--- src/rtl/fetch_stage.sv ---
// Instruction-fetch stage: owns the PC, registers {inst, pc} into IF/ID,
// handles stall, taken-branch redirect with squash, and HALT drain/freeze.
`ifndef WIDTH
`define WIDTH 32
`endif
`ifndef HALT
`define HALT 5'h1f
`endif

module fetch_stage #(
  parameter logic [31:0] RESET_PC = 32'd0,
  parameter logic [31:0] PC_STEP  = 32'd1
) (
  input  logic              clk,
  input  logic              rst,
  output logic [31:0]       pc,
  input  logic [`WIDTH-1:0] inst_in,
  input  logic              stall,
  input  logic              br_taken,
  input  logic [31:0]       br_target,
  output logic              if_valid,
  output logic [`WIDTH-1:0] if_inst,
  output logic [31:0]       if_pc,
  output logic              halted,
  output logic [31:0]       fetch_count
);

  typedef enum logic [1:0] {RUN, DRAIN, HALTED} state_t;
  state_t state;

  // opcode field of the word coming back from instruction memory
  logic is_halt;
  assign is_halt = (inst_in[`WIDTH-1 -: 5] == `HALT);

  // PC, IF/ID register, HALT state machine and accepted-instruction counter
  always_ff @(posedge clk or posedge rst) begin
    if (rst) begin
      pc          <= RESET_PC;
      if_valid    <= 1'b0;
      if_inst     <= '0;
      if_pc       <= '0;
      halted      <= 1'b0;
      fetch_count <= '0;
      state       <= RUN;
    end else if (state != HALTED) begin
      if (br_taken) begin
        // redirect squashes the wrong-path word; the branch itself may retire
        pc       <= br_target;
        if_valid <= 1'b0;
        state    <= RUN;
        if (if_valid && !stall) fetch_count <= fetch_count + 32'd1;
      end else if (!stall) begin
        if (state == RUN) begin
          if_inst  <= inst_in;
          if_pc    <= pc;
          if_valid <= 1'b1;
          if (if_valid) fetch_count <= fetch_count + 32'd1;
          // HALT stays in IF/ID and fetch stops advancing
          if (is_halt) state <= DRAIN;
          else         pc    <= pc + PC_STEP;
        end else begin
          // DRAIN: decode takes the HALT, then fetch freezes for good
          if_valid    <= 1'b0;
          fetch_count <= fetch_count + 32'd1;
          halted      <= 1'b1;
          state       <= HALTED;
        end
      end
    end
  end

endmodule

--- config.mk ---
export PLATFORM = sky130hd
export DESIGN_NAME = fetch_stage
export DESIGN_NICKNAME = d
export VERILOG_FILES = /design/src/rtl/fetch_stage.sv
export SDC_FILE = /design/constraint.sdc
export NUM_CORES = 1
export LEC_CHECK = 0
export ABC_AREA = 1
export CAP_MARGIN = 0
export CORE_MARGIN = 2
export CORE_UTILIZATION = 35
export DETAILED_ROUTE_END_ITERATION = 8
export GPL_TIMING_DRIVEN = 0
export PLACE_DENSITY = 0.61
export SYNTH_ARGS = -nofsm -noshare
export SYNTH_HDL_FRONTEND = slang
export SYNTH_SLANG_ARGS = --single-unit
export TNS_END_PERCENT = 5
--- constraint.sdc ---
create_clock -name clk -period 9.95 [get_ports clk]
set_input_delay 1.99 -clock clk [delete_from_list [all_inputs] [get_ports clk]]
set_output_delay 1.99 -clock clk [all_outputs]
set_load 0.01 [all_outputs]
**Word level (Yosys, flattened, before mapping)**

Cells that the tools add are included.
W data, S select, Z words.

- Bits in latches: 0
- Memory bits (writable): 0
- Memories: 0
- Bits in registers: 132
- Memory bits (read-only): 0

- Add/subtract/negate cells: 2
- Reductions and logical operators: 10
- Shift-type cells: 0
- Mux-type cells: 16
- $mul: 0
- Divide/modulo/power cells: 0
- Bitwise operators: 3
- Magnitude comparators: 0
- Eq/ne operators: 7

Operator list:

| kind | number |
|---|---|
| $mux W32 | 9 |
| $add A32 B1 Y32 const B | 2 |
| $reduce_and A4 Y1 | 4 |
| $mux W2 | 4 |
| $ne A3 B3 Y1 const B | 2 |
| $eq A5 B5 Y1 const B | 1 |
| $ne A2 B1 Y1 const B | 2 |
| $ne A2 B2 Y1 const B | 2 |
| $mux W1 | 3 |
| $not A1 Y1 | 3 |
| $reduce_and A3 Y1 | 1 |
| $logic_not A2 Y1 | 1 |
| $reduce_and A2 Y1 | 1 |
| $reduce_bool A2 Y1 | 1 |
| $logic_and A1 B1 Y1 | 1 |
| $logic_not A1 Y1 | 1 |

**Longest topological paths before layout**

- Word-level depth: 5
- Mapped depth: 11
- Gate-level depth less buffers: 11

**Worst setup path after synthesis**

OpenSTA, ideal clock, no wires.

- Path kind: input port to flip-flop
- Start point: input inst_in[28]
- End point: register pc[11]
- Required time: 9.884 ns
- Path slack: 6.998 ns
- Arrival time: 2.887 ns
- Stages on the path: 7
- Path through: nand2_1 -> nor2_1 -> nand2_1 -> o21ai_4 -> clkbuf_1 -> nand2_1 -> nand2_1

- Cells in the longest elaborated chain, start to end: 3

RTL lines:

| element | line | RTL |
|---|---|---|
| from (decl) | 17 | `` input logic [`WIDTH-1:0] inst_in, `` |
| $eq A5 B5 Y1 (no line) | n/a |  |
| $ne A2 B2 Y1 (no line) | n/a |  |
| $reduce_and A4 Y1 (no line) | n/a |  |
| to (signal assigned) | 48 | `pc <= br_target;` |
| to (signal assigned) | 60 | `else pc <= pc + PC_STEP;` |
| to (decl) | 16 | `output logic [31:0] pc,` |

No other way between the ends.
A chain may end at the register's enable or synchronous reset.

**Worst setup path after layout**

- Start point: register pc[20]
- End point: output pc[20]

No word-level cell between the ends.

==> run metrics <==
cells traversed along the worst timing path=clkdlybuf4s50_1; number of nets with antenna violations after routing=0; commonest non-fill, non-tap cells in the layout=369 x nand2_1, 197 x clkdlybuf4s50_1, 138 x nor2_1; Port Buf Inserts=197; Gate Count Post-Synth=938; worst-skew pair later-pin latency=430 ps; commonest non-fill, non-tap cell in the layout=nand2_1; hold slack final=458 ps; Ys Warns=0; critical path peak fanout=6; number of synthesized flops with an enable pin=0; post-cts hold buffer count=0; type of element launching the critical path=register; Area Growth Syn to Fin=40.8%; Top Family by Delay on Critical Path=buffers and inverters; Post-Synthesis Mean Instance Area=7.48 um2; antenna violations before repair=0; Final Routed Wirelength=22300 um; max incr delay on CP=600 ps; Power per Cell Area=191 nW/um2; core region area=19600 um2; proportion of netlist area held by the largest area contributor=47.1%; time the worst path needs with I/O delays and setup=3510 ps; initial drt markers=386; leftover overflow at the end of global routing=0; global-route wire length before repair=36500 um; maximum buffer depth of the clock tree=2; number of maximum-capacitance constraint violations=0; sequential share of the synthesized area=47.1%; number of pins with negative max-slew slack in the final report=0; number of diodes=0; sinks on the clock net=132; synthesized flop and latch total=132; number of buffers and inverters on the critical path=1; number of instances resized during post-cts repair=0; placed wire-length estimate after detailed placement=17100 um; ratio of routed vias to standard cells=4.71; routed length per instance=15.6 um; Seq. cell area=3300 um2; ratio of final minimum period to clock period=35.3%; Max IR drop VDD=0.123 mV; prevailing post-synth register cell=dfrtp_1; tightest slew margin relative to the limit=54.4%; overall die area=21200 um2; CTS tree=done; Synth Net Count=1008; ratio of cells with drive above 1 in the final layout=9.00%; initial standard-cell utilization of the core=35.8%; H-tree levels=4; critical path arrival=1520 ps; maximum clock frequency=0.285 GHz; clock buffer count from CTS=17; worst hold path class=register to register; via count of the first global-routing pass=6793; fraction of registers with async set/reset=100%; distinct cell type count after synthesis=31; number of vias in the routed layout=6749; number of endpoints failing setup at the final stage=0; Die X=146 um; I/O pin cnt=198; unrepaired setup endpoints after global routing=no; Initial DRT Pass Iterations=5; number of hold-slack violations in the final timing report=0; count of filler cells inserted in the layout=1956; setup total negative slack=0 ps; transition at the pin with the smallest max-transition slack=684 ps; Multi-input gate area=3300 um2; placer congestion estimate=0.926; crit path capture type=output pin; area leader, netlist=dfrtp_1; clock-pin slew on the worst setup and hold paths=60 ps; die boundary height=146 um; buffers inserted during post-CTS setup optimization=0; GRT Overall Usage=21.8%; Setup Skew=14.7 ps; leakage power total=4.43 nW; residual DRC count=0; CP required=7960 ps; netlist area before placement=7020 um2; maximum number of pins on one net before global-route repair=74; fin util=50.5%; ranking of synthesized cells by area=dfrtp_1 47%, nand2_1 20%, nor2_1 7.4%; cell at the root of the clock tree=clkbuf_16; overall power of the completed layout=1.88 mW; net total in the final layout=1225; FP Rows=51; Critical Path Slowest Stage Cell=clkdlybuf4s50_1; critical path type=register to output pin; run status=complete, no violations
==> cells by family (layout without fill, tap and decap cells) <==
family,count (synthesis),after routing,synth area share [%]
AO/OA/AOI/OAI,66,66,5.06
XOR/XNOR,17,17,2.12
adder cells (fa/ha/maj),2,2,0.356
buffers and inverters,98,327,5.92
flip-flops,132,132,47.1
multiplexers,33,33,5.29
AND/OR/NAND/NOR,590,590,34.2
==> through the flow <==
stage / setup slack [ps] / cell area [um2] / cells
floorplan: 4430 / 7020 / 938
global placement: 2270 / 9320 / 1400
detailed placement: 6070 / 9360 / 1401
CTS: 6430 / 9880 / 1432
global route: 6310 / 9880 / 1432
finish: 6440 / 9880 / 1432
==> power breakdown <==
group          internal, mW  total [mW]  switching [mW]  leakage, nW
Clock                 0.323       0.567           0.245        0.251
Combinational         0.294       0.569           0.275         2.55
Sequential            0.644       0.748           0.104         1.63
==> flip-flops by register name, indices dropped and copies added, names as in the netlist <==
signal / flops
fetch_count: 32
if_inst: 32
if_pc: 32
pc: 32
state: 2
halted: 1
if_valid: 1
==> path summary, 6_finish.rpt <==
check / end / cells past startpoint / startpoint / slack, ps
max: pc[20] / 1 / pc[20] / 6440
min: halted / 2 / halted / 460
max reg2reg: fetch_count[24] / 10 / fetch_count[0] / 8120
min reg2reg: halted / 2 / halted / 460
max in group asynchronous: if_pc[26] / 3 / rst / 7170
min in group asynchronous: if_inst[21] / 2 / rst / 2030
==> layer usage <==
layer,up-vias,part of all wire (%),track usage (%)
met4,0,2.6,7.84
li1,3378,-,-
met2,225,47,35.3
met1,3112,45,29.1
met3,34,5.3,4.55
met5,-,0,0
==> Yosys cell counts (all sizes together), types with 5 or more instances <==
| master | number |
|---|---|
| a21oi | 7 |
| buf | 19 |
| clkbuf | 7 |
| dfrtp | 132 |
| inv | 72 |
| mux2 | 33 |
| nand2 | 371 |
| nand3 | 46 |
| nand3b | 13 |
| nor2 | 150 |
| nor3 | 5 |
| o21ai | 54 |
| xnor2 | 6 |
| xor2 | 11 |
==> final cells by class <==
type                            count  area share (%)
Timing Repair Buffer              198            20.2
Multi-Input combinational cell    708            33.4
Clock buffer                       19            4.48
Buffer                             26            1.44
Tap cell                          265            3.35
Sequential cell                   132            33.4
Clock inverter                     12           0.861
Inverter                           72            2.81
(Power assumes the default switching activity.)
